File: src/rtl/rr_src_arbiter_if.sv
// Handshake bundle between N val/rdy message sources, the round-robin
// arbiter and the single shared sink.
interface rr_src_arbiter_if #(
  parameter int unsigned p_num_reqs  = 4,
  parameter int unsigned p_msg_nbits = 32
);
  localparam int unsigned p_src_nbits = (p_num_reqs > 1) ? $clog2(p_num_reqs) : 1;

  logic [p_num_reqs-1:0]             en;
  logic [p_num_reqs-1:0]             in_val;
  logic [p_num_reqs-1:0]             in_rdy;
  logic [p_num_reqs*p_msg_nbits-1:0] in_msg;
  logic [p_num_reqs-1:0]             in_done;
  logic                              out_val;
  logic                              out_rdy;
  logic [p_msg_nbits-1:0]            out_msg;
  logic [p_src_nbits-1:0]            out_src;
  logic                              all_done;

  // arbiter side
  modport master (
    input  en, in_val, in_msg, in_done, out_rdy,
    output in_rdy, out_val, out_msg, out_src, all_done
  );

  // source/sink environment side
  modport slave (
    output en, in_val, in_msg, in_done, out_rdy,
    input  in_rdy, out_val, out_msg, out_src, all_done
  );
endinterface

File: src/rtl/rr_src_arbiter.sv
// Round-robin arbiter: shares one val/rdy sink among p_num_reqs sources,
// one whole message per grant, with a one-entry registered output stage
// that also records the originating source index.
module rr_src_arbiter #(
  parameter int unsigned p_num_reqs  = 4,
  parameter int unsigned p_msg_nbits = 32
) (
  input  logic             clk,
  input  logic             reset,   // active-low, asynchronous
  rr_src_arbiter_if.master bus
);
  localparam int unsigned p_src_nbits = (p_num_reqs > 1) ? $clog2(p_num_reqs) : 1;

  logic [p_num_reqs-1:0]  elig;
  logic                   found;
  logic [p_src_nbits-1:0] winner;
  logic [p_src_nbits-1:0] ptr;
  logic [p_src_nbits-1:0] ptr_nxt;
  logic                   can_accept;
  logic                   xfer;
  logic [p_num_reqs-1:0]  in_rdy_c;
  int unsigned            pos;

  logic                   out_val_q;
  logic [p_msg_nbits-1:0] out_msg_q;
  logic [p_src_nbits-1:0] out_src_q;

  logic [p_msg_nbits-1:0] msg_arr [p_num_reqs];

  for (genvar g = 0; g < p_num_reqs; g++) begin : g_unpack
    assign msg_arr[g] = bus.in_msg[g*p_msg_nbits +: p_msg_nbits];
  end

  // Eligibility and output-stage availability
  always_comb begin
    elig       = bus.in_val & bus.en;
    can_accept = !out_val_q || bus.out_rdy;
  end

  // Rotating priority search starting at ptr; first eligible index wins
  always_comb begin
    found  = 1'b0;
    winner = '0;
    pos    = 0;
    for (int unsigned k = 0; k < p_num_reqs; k++) begin
      pos = 32'(ptr) + k;
      if (pos >= p_num_reqs) pos = pos - p_num_reqs;
      if (!found && elig[pos[p_src_nbits-1:0]]) begin
        found  = 1'b1;
        winner = pos[p_src_nbits-1:0];
      end
    end
  end

  // Grant decode: one-hot ready to the winner, gated off during reset
  always_comb begin
    xfer     = found && can_accept;
    in_rdy_c = '0;
    if (reset && xfer) in_rdy_c[winner] = 1'b1;
    ptr_nxt  = (winner == p_src_nbits'(p_num_reqs - 1)) ? '0 : winner + 1'b1;
  end

  // Output register and priority pointer
  always_ff @(posedge clk or negedge reset) begin
    if (!reset) begin
      out_val_q <= 1'b0;
      out_msg_q <= '0;
      out_src_q <= '0;
      ptr       <= '0;
    end else if (xfer) begin
      out_val_q <= 1'b1;
      out_msg_q <= msg_arr[winner];
      out_src_q <= winner;
      ptr       <= ptr_nxt;
    end else if (bus.out_rdy) begin
      out_val_q <= 1'b0;
    end
  end

  assign bus.in_rdy   = in_rdy_c;
  assign bus.out_val  = out_val_q;
  assign bus.out_msg  = out_msg_q;
  assign bus.out_src  = out_src_q;
  assign bus.all_done = (&bus.in_done) && !out_val_q;

endmodule

File: src/flat_wrapper.sv
// flat-port wrapper written by rule: the top's interface ports become plain ports
module rr_src_arbiter_flat 
#(
  parameter int unsigned p_num_reqs  = 4,
  parameter int unsigned p_msg_nbits = 32
)
  (clk, reset, bus_en, bus_in_val, bus_in_msg, bus_in_done, bus_out_rdy, bus_in_rdy, bus_out_val, bus_out_msg, bus_out_src, bus_all_done);
  rr_src_arbiter_if #(.p_num_reqs(p_num_reqs), .p_msg_nbits(p_msg_nbits)) bus_i ();
  input  logic clk;
  input  logic reset;
  input wire logic [$bits(bus_i.en)-1:0] bus_en;
  input wire logic [$bits(bus_i.in_val)-1:0] bus_in_val;
  input wire logic [$bits(bus_i.in_msg)-1:0] bus_in_msg;
  input wire logic [$bits(bus_i.in_done)-1:0] bus_in_done;
  input wire logic [$bits(bus_i.out_rdy)-1:0] bus_out_rdy;
  output wire logic [$bits(bus_i.in_rdy)-1:0] bus_in_rdy;
  output wire logic [$bits(bus_i.out_val)-1:0] bus_out_val;
  output wire logic [$bits(bus_i.out_msg)-1:0] bus_out_msg;
  output wire logic [$bits(bus_i.out_src)-1:0] bus_out_src;
  output wire logic [$bits(bus_i.all_done)-1:0] bus_all_done;
  assign bus_i.en = bus_en;
  assign bus_i.in_val = bus_in_val;
  assign bus_i.in_msg = bus_in_msg;
  assign bus_i.in_done = bus_in_done;
  assign bus_i.out_rdy = bus_out_rdy;
  assign bus_in_rdy = bus_i.in_rdy;
  assign bus_out_val = bus_i.out_val;
  assign bus_out_msg = bus_i.out_msg;
  assign bus_out_src = bus_i.out_src;
  assign bus_all_done = bus_i.all_done;
  rr_src_arbiter #(.p_num_reqs(p_num_reqs), .p_msg_nbits(p_msg_nbits)) u_core (.clk(clk), .reset(reset), .bus(bus_i));
endmodule
File: config.mk
export PLATFORM = sky130hd
export DESIGN_NAME = rr_src_arbiter_flat
export DESIGN_NICKNAME = d
export VERILOG_FILES = /design/src/rtl/rr_src_arbiter_if.sv /design/src/rtl/rr_src_arbiter.sv /design/src/flat_wrapper.sv
export SDC_FILE = /design/constraint.sdc
export NUM_CORES = 1
export LEC_CHECK = 0
export BUFFER_PORTS_ARGS = -buffer_cell sky130_fd_sc_hd__buf_4
export CORE_UTILIZATION = 36
export CTS_CLUSTER_SIZE = 14
export DETAILED_ROUTE_END_ITERATION = 6
export GPL_TIMING_DRIVEN = 0
export MAX_ROUTING_LAYER = met4
export PLACE_DENSITY = 0.77
export SYNTH_ARGS = -nofsm -noshare
export SYNTH_HDL_FRONTEND = slang
export SYNTH_SLANG_ARGS = --single-unit
File: constraint.sdc
create_clock -name clk -period 1.9 [get_ports clk]
set_clock_uncertainty 0.05 [all_clocks]
set_input_delay 0.38 -clock clk [delete_from_list [all_inputs] [get_ports clk]]
set_output_delay 0.38 -clock clk [all_outputs]
set_load 0.005 [all_outputs]
==> results of run 1 <==
[placed cells by master, fill, tap and decap left out, drive strengths merged, types with 2 or more instances in the layout]
master and instances:
a21oi 2, buf 206, clkbuf 16, dfrtp 37, mux2i 64, nand2 46, nand2b 2, nand4 3
nor2b 2, nor3 2, o221ai 32
[flip-flops by register name, indices dropped and copies added, names as in the netlist]
register and flops:
u_core.bus.out_src 2, u_core.bus.out_val 1, u_core.ptr 2, u_core.bus.out_msg 32
[path summary, 6_finish.rpt]
| kind | from | endpoint | slack [ns] | cells past startpoint |
|---|---|---|---|---|
| max | u_core.ptr[1] | bus_in_rdy[3] | -0.35 | 9 |
| min | reset | u_core.bus.out_val | 0.007 | 1 |
| max reg2reg | u_core.ptr[1] | u_core.bus.out_msg[30] | -0.03 | 9 |
| min reg2reg | u_core.bus.out_src[1] | u_core.bus.out_src[1] | 0.44 | 2 |
| max in group asynchronous | reset | u_core.ptr[1] | 1.43 | 1 |
| min in group clk | bus_in_msg[41] | u_core.bus.out_msg[9] | 0.36 | 3 |
[power breakdown]
| part | switching (mW) | leakage [nW] | internal, mW |
|---|---|---|---|
| clock network | 0.276 | 0.0542 | 0.328 |
| registers | 0.145 | 0.452 | 1.02 |
| logic | 0.662 | 1.78 | 0.960 |
[cells by family after synthesis]
group / count (synthesis)
adder cells (fa/ha/maj): 1
buffers and inverters: 18
multiplexers: 64
AND/OR/NAND/NOR: 61
flip-flops: 37
AO/OA/AOI/OAI: 40
[worst register-to-register path: cells and delay by family (launching register included)]
kind / cells / cell delay (ns)
and+or+nand+nor: 1 / 0.10
muxes: 1 / 0.25
AOI/OAI and AO/OA: 3 / 0.49
buffers and inverters: 4 / 0.52
DFF: 1 / 0.42
[layer usage]
| metal | track usage, % | up-vias |
|---|---|---|
| met4 | 7.37 | 0 |
| met2 | 43.5 | 135 |
| met3 | 4.73 | 15 |
| met1 | 27.3 | 1217 |
| met5 | - | - |
| li1 | - | 1252 |
[cell type report]
cell class              count  area share, %
repair buffers            198           36.7
multi-input cells         166           32.8
flip-flops and latches     37           21.9
plain buffers              17           3.70
clock buffers               7           2.28
well taps                  75           2.22
inverters                   1          0.267
clock inverters             1          0.118
[what timing repair did]
action                     4_1_cts  5_1_grt
pin swaps                        1        9
setup buffers                    9        5
resized for setup               12       31
setup endpoints to repair       36       40
gates cloned                     0        2
==> out/qor.yml, run 1 <==
synth_fa_ha_area_share_pct: 0.537
period_share_pct: 118
ir_drop_mv: 0.447
area_growth_pct: 81.3
hold_viol: 0
p_leak_nw: 2.28
synth_top_family_by_area: "multiplexers"
n_antenna_cell: 0
netlist.area_leader.share_pct: 39.7
yosys.cell_count.top_type: "mux2i_1"
syn_nets: 365
rsz0062_at_grt: "true"
grt_max_degree: 40
fmax_ghz: 0.445
layout.nets: 570
grt.overflow.total: 0
relSlewSlack_pct: 67.3
violations: "negative setup slack"
clock-sinks: 37
top_layer: "met4"
drcViolationCount: 0
worstPathCellList: "nand3_2 -> a32o_2 -> o211ai_2 -> buf_8 -> buf_12 -> inv_8 -> ha_4 -> and3_4 -> buf_6"
synth_common_cells: "mux2i_1 (64), nand2_1 (46), dfrtp_1 (37)"
drt-total-wl_um: 8190
clk_pin_slew_ns: 0.07
dieArea_mm2: 0.00680
yosys_warnings: 0
grt_pass1_wl_um: 11900
start_util_pct: 38.2
yosysUniqueCellTypes: 29
ys_seq_area_share_pct: 39.7
critPathArrivalTime_ns: 1.82
clock_latency_ns: 0.28
cts_buffer_depth: 2
syn_area_mm2: 0.00233
path_max_fanout: 5
post-place-ws_ns: -0.339
avgSynthCellArea_um2: 10.5
crit_type: "reg2out"
wl_met2_um: 4260
fillers: 471
synthCells: 221
ant_nets: 0
drv_slew: 0
ys_async_sr_fraction_pct: 100
drt-met1-wl_um: 2990
cts_tree: "done"
tns_ns: -1.26
crit_buf_inv: 4
hold_path_class: "in2async"
firstDrtPassIters: 4
rows: 28
whs_ns: 0.00738
seq_area_um2: 927
wl_per_cell_um: 16.3
power_mw: 3.39
status: "finished with violations"
core_area_mm2: 0.00610
grtUsageTotal_pct: 24.3
holdBufCountCts: 0
synth_area_leader_cell: "dfrtp_1"
dr_wl_met3_um: 797
layout.cells.non_filler: 502
cts_inserted_buffers: 5
dieWidth_um: 82.5
dpl.cell_count: 478
cpMaxStageDelayCell: "dfrtp_2"
synthMuxAreaShare_pct: 27.5
synth_simple_gate_area_share_pct: 11.3
vias: 2619
final-setup-viol-count: 8
drt_iter0_markers: 93
timing.final.ws_setup_ns: -0.349
synth_compound_area_share_pct: 15.0
antenna_found_initial: 0
end_kind: "output port"
crit_required_ns: 1.47
start_kind: "flop"
ioPinCount: 183
powerDensity_mw_per_mm2: 802
cts_max_level: 2
yosys-top-cells-area: "dfrtp_1 (40%), mux2i_1 (27%), o221ai_1 (12%)"
slowest_delay_ns: 0.42
multi_input_area_mm2: 0.00139
grt_pass1_vias: 2544
synth-edff-count: 0
synthFlopType: "dfrtp_1"
finalInstanceArea_mm2: 0.00423
cts_root_buffer: "clkbuf_8"
ys_ff_latch: 37
cp_top_family: "flip-flops"
synthXorXnorAreaFrac_pct: 0
place.detailed.hpwl_um: 6200
via_per_inst: 5.22
tightest_slew_ns: 0.490
die_height_um: 82.5
final_core_util_pct: 69.3
cap_viol_max_count: 0
drive_gt1_share_pct: 57.1
port_buffers: 182
place_area_mm2: 0.00382
gp_congestion: 0.743
period_needed_ns: 2.25
Power figures use the tool's default switching activity.
==> inputs of run 2 (changes only) <==
Settings changed: CORE_ASPECT_RATIO from default to 1.1, REMOVE_ABC_BUFFERS from default to 1.
==> run 2 against run 1 <==
The run still ends with negative setup slack left; hold slack improved by 0.0039 ns; sequential share of layout area increased by 1.1 points; core utilization decreased by 4.4 points; register-to-register slack got worse by 0.20 ns; non-clock buffer count decreased by 17; first-iteration DRC count increased by 9.7%; critical endpoint is now bus_in_rdy[1].
==> out/qor.yml, run 2 (synthesized netlist as in run 1, its figures left out) <==
status: "finished with violations"
violations: "negative setup slack"
drt-total-wl_um: 7590
drcViolationCount: 0
cts_root_buffer: "clkbuf_8"
firstDrtPassIters: 4
core_area_mm2: 0.00619
gp_congestion: 0.756
crit_type: "reg2out"
hold_viol: 0
hold_path_class: "in2async"
end_kind: "output port"
die_height_um: 86.4
period_needed_ns: 2.24
cpMostUsedCell: "buf_4"
tns_ns: -7.68
p_leak_nw: 2.20
final-setup-viol-count: 37
worstPathCellList: "nand3_2 -> a32o_2 -> o211ai_4 -> buf_4 -> buf_6 -> nor3_2 -> buf_4"
dieArea_mm2: 0.00680
ir_drop_mv: 0.376
tightest_slew_ns: 0.819
dieWidth_um: 78.7
clk_pin_slew_ns: 0.07
layout.nets: 554
path_max_fanout: 9
final_core_util_pct: 64.9
grt_pass1_wl_um: 11400
cts_tree: "done"
port_buffers: 182
grt.overflow.total: 0
rsz0062_at_grt: "true"
cts_buffer_depth: 2
clock-sinks: 37
cts_max_level: 2
start_kind: "flop"
grtUsageTotal_pct: 22.4
cts_inserted_buffers: 5
power_mw: 3.20
slowest_delay_ns: 0.46
layout_commonest_cell: "buf_4"
critPathArrivalTime_ns: 1.81
start_util_pct: 37.6
antenna_found_initial: 0
powerDensity_mw_per_mm2: 796
drive_gt1_share_pct: 54.6
fmax_ghz: 0.447
area_growth_pct: 72.5
vias: 2580
timing.final.ws_setup_ns: -0.339
drt_iter0_markers: 102
layout_common_cells: "buf_4 (191), mux2i_1 (64), nand2_1 (45)"
ioPinCount: 183
grt_max_degree: 40
drv_slew: 0
via_per_inst: 5.27
holdBufCountCts: 0
period_share_pct: 118
largest_reg_flops: 32
n_antenna_cell: 0
relSlewSlack_pct: 45.4
ant_nets: 0
place.detailed.hpwl_um: 5350
rows: 30
cpMaxStageDelayCell: "dfrtp_2"
crit_required_ns: 1.47
clock_latency_ns: 0.27
wl_per_cell_um: 15.5
crit_buf_inv: 3
cp_top_family: "flip-flops"
grt_pass1_vias: 2501
cap_viol_max_count: 0
-- run 2: repair_timing --
action | CTS | global route
pin swaps | 5 | 2
buffers inserted | 12 | 2
cloned | 1 | 0
resized for setup | 19 | 3
endpoints found under the hold margin | 0 | 0
setup endpoints to repair | 40 | 37
-- run 2: layout make-up --
class                   count  area [um^2]
well taps                  80          100
clock buffers               7         86.3
repair buffers            198         1530
multi-input cells         167         1370
inverters                   1         3.75
fillers                   526         2170
flip-flops and latches     37          927
-- run 2: worst paths after layout --
path / startpoint / to / slack, ns / cells past startpoint
max: u_core.ptr[1] / bus_in_rdy[1] / -0.34 / 7
min: reset / u_core.bus.out_msg[15] / 0.01 / 1
max reg2reg: u_core.ptr[1] / u_core.bus.out_msg[20] / -0.23 / 5
min reg2reg: u_core.bus.out_msg[4] / u_core.bus.out_msg[4] / 0.44 / 2
max in group asynchronous: reset / u_core.ptr[1] / 1.41 / 1
min in group clk: bus_in_msg[45] / u_core.bus.out_msg[13] / 0.36 / 3
-- run 2: through the flow --
| stage | hold slack, ns | instance area (um^2) | cells | setup slack (ns) |
|---|---|---|---|---|
| floorplan | 0.0344 | 2200 | 204 | -2.27 |
| global placement | 0.327 | 3660 | 466 | -3.02 |
| detailed placement | 0.333 | 3710 | 468 | -0.655 |
| CTS | 0.0251 | 4000 | 488 | -0.257 |
| global route | 0.0483 | 4020 | 490 | -0.381 |
| finish | 0.0113 | 4020 | 490 | -0.339 |
-- run 2: power by group --
part / switching (mW) / leakage [nW] / internal, mW / total [mW]
logic: 0.633 / 1.70 / 0.856 / 1.49
clock network: 0.263 / 0.0443 / 0.288 / 0.551
registers: 0.143 / 0.452 / 1.02 / 1.16
-- run 2: routing by layer --
metal	global-route usage, %	part of all wire (%)	routed length, um
met1	24.6	38	2890
met2	40.6	54	4090
met3	4.32	6.4	487
met4	6.90	1.6	120
met5	-	0	0
==> inputs of run 3 (changes only) <==
Settings changed: CORE_MARGIN from default to 3.
==> run 3 against run 2 <==
The flow still finishes with violations (negative setup slack); die area rose by 9.9%; global-route usage fell by 2.0 points; critical path depth rose by 1; first-iteration DRC count fell by 23%; hold slack improved by 0.0039 ns; sequential power barely moved; largest power group unchanged; worst setup slack got worse by 0.013 ns; largest cell class unchanged; flip-flop and latch count did not move; power barely moved; wire length rose by 3.7%.
==> out/qor.yml, run 3 (synthesized netlist as in run 1, its figures left out) <==
status: "finished with violations"
violations: "negative setup slack"
ant_nets: 0
antenna_found_initial: 0
grt_max_degree: 40
grtUsageTotal_pct: 20.4
crit_buf_inv: 3
place.detailed.hpwl_um: 5790
end_kind: "output port"
wl_per_cell_um: 16.1
die_height_um: 90.4
cts_root_buffer: "clkbuf_8"
final-setup-viol-count: 36
largest_reg_flops: 32
drt_iter0_markers: 79
area_growth_pct: 74.6
crit_required_ns: 1.47
fmax_ghz: 0.444
core_area_mm2: 0.00623
rows: 30
period_needed_ns: 2.25
clock_latency_ns: 0.28
cpMaxStageDelayCell: "dfrtp_2"
gp_congestion: 0.749
relSlewSlack_pct: 47.0
cts_max_level: 2
start_util_pct: 37.4
worstPathCellList: "nand3_2 -> a32o_2 -> o211ai_4 -> clkbuf_16 -> inv_8 -> ha_4 -> and3_4 -> buf_6"
cts_inserted_buffers: 5
final_core_util_pct: 65.3
drive_gt1_share_pct: 54.6
hold_path_class: "in2async"
layout.cells.non_filler: 490
hold_viol: 0
layout_commonest_cell: "buf_4"
powerDensity_mw_per_mm2: 787
ioPinCount: 183
cts_tree: "done"
seq_area_um2: 927
dieArea_mm2: 0.00748
drt-total-wl_um: 7870
drcViolationCount: 0
vias: 2551
drv_slew: 0
p_leak_nw: 2.21
clk_pin_slew_ns: 0.07
port_buffers: 182
firstDrtPassIters: 4
clock-sinks: 37
via_per_inst: 5.21
grt.overflow.total: 0
rsz0062_at_grt: "true"
period_share_pct: 119
timing.final.ws_setup_ns: -0.353
path_max_fanout: 5
cp_top_family: "flip-flops"
layout_common_cells: "buf_4 (190), mux2i_1 (62), nand2_1 (44)"
post-place-ws_ns: -0.703
slowest_delay_ns: 0.43
ir_drop_mv: 0.413
fillers: 530
tightest_slew_ns: 0.794
whs_ns: 0.0152
dpl.cell_count: 469
dieWidth_um: 82.7
n_antenna_cell: 0
multi_input_area_mm2: 0.00136
cap_viol_max_count: 0
cts_buffer_depth: 2
layout.nets: 553
power_mw: 3.20
crit_type: "reg2out"
grt_pass1_wl_um: 11600
start_kind: "flop"
grt_pass1_vias: 2547
critPathArrivalTime_ns: 1.82
run 3: per-stage QoR:
stage | instance area, um^2 | setup TNS [ns]
6_report | 4070 | -7.29
3_3_place_gp | 3660 | -100.67
2_1_floorplan | 2200 | -74.46
5_1_grt | 4070 | -11.57
4_1_cts | 3940 | -8.46
3_5_place_dp | 3750 | -23.37
run 3: cell type report:
| type | count | area share, % |
|---|---|---|
| repair buffers | 198 | 39.2 |
| multi-input cells | 166 | 33.3 |
| flip-flops and latches | 37 | 22.8 |
| well taps | 80 | 2.46 |
| clock buffers | 8 | 1.97 |
| inverters | 1 | 0.277 |
run 3: layer usage:
layer	wire length, um	vias to the layer above	GRT usage (%)	share of wire (%)
met3	627	6	4.19	8.0
met4	72	0	5.31	0.91
met1	2930	1206	22.8	37
met5	0	-	-	0
li1	-	1213	-	-
met2	4240	126	36.2	54
run 3: path summary, 6_finish.rpt:
kind                                       start                      to  slack, ns  depth (start not counted)
setup / recovery                   u_core.ptr[1]           bus_in_rdy[3]      -0.35                          8
hold / removal                             reset  u_core.bus.out_msg[13]       0.02                          1
setup reg to reg                   u_core.ptr[1]  u_core.bus.out_msg[10]      -0.27                         10
hold reg to reg            u_core.bus.out_src[1]   u_core.bus.out_src[1]       0.44                          2
max in group asynchronous                  reset           u_core.ptr[1]       1.42                          1
min in group clk                  bus_in_msg[61]  u_core.bus.out_msg[29]       0.36                          3
run 3: what timing repair did:
action / in CTS / in global routing
buffers inserted: 8 / 4
hold buffers: 0 / 0
pin swaps: 3 / 3
cloned: 0 / 1
gates resized for setup: 15 / 14
endpoints found under the setup margin: 39 / 37
run 3: report_power, final:
group | leakage, nW | switching [mW] | internal [mW]
logic | 1.72 | 0.635 | 0.895
clock network | 0.0395 | 0.255 | 0.261
registers | 0.452 | 0.138 | 1.02
total | 2.21 | 1.03 | 2.18
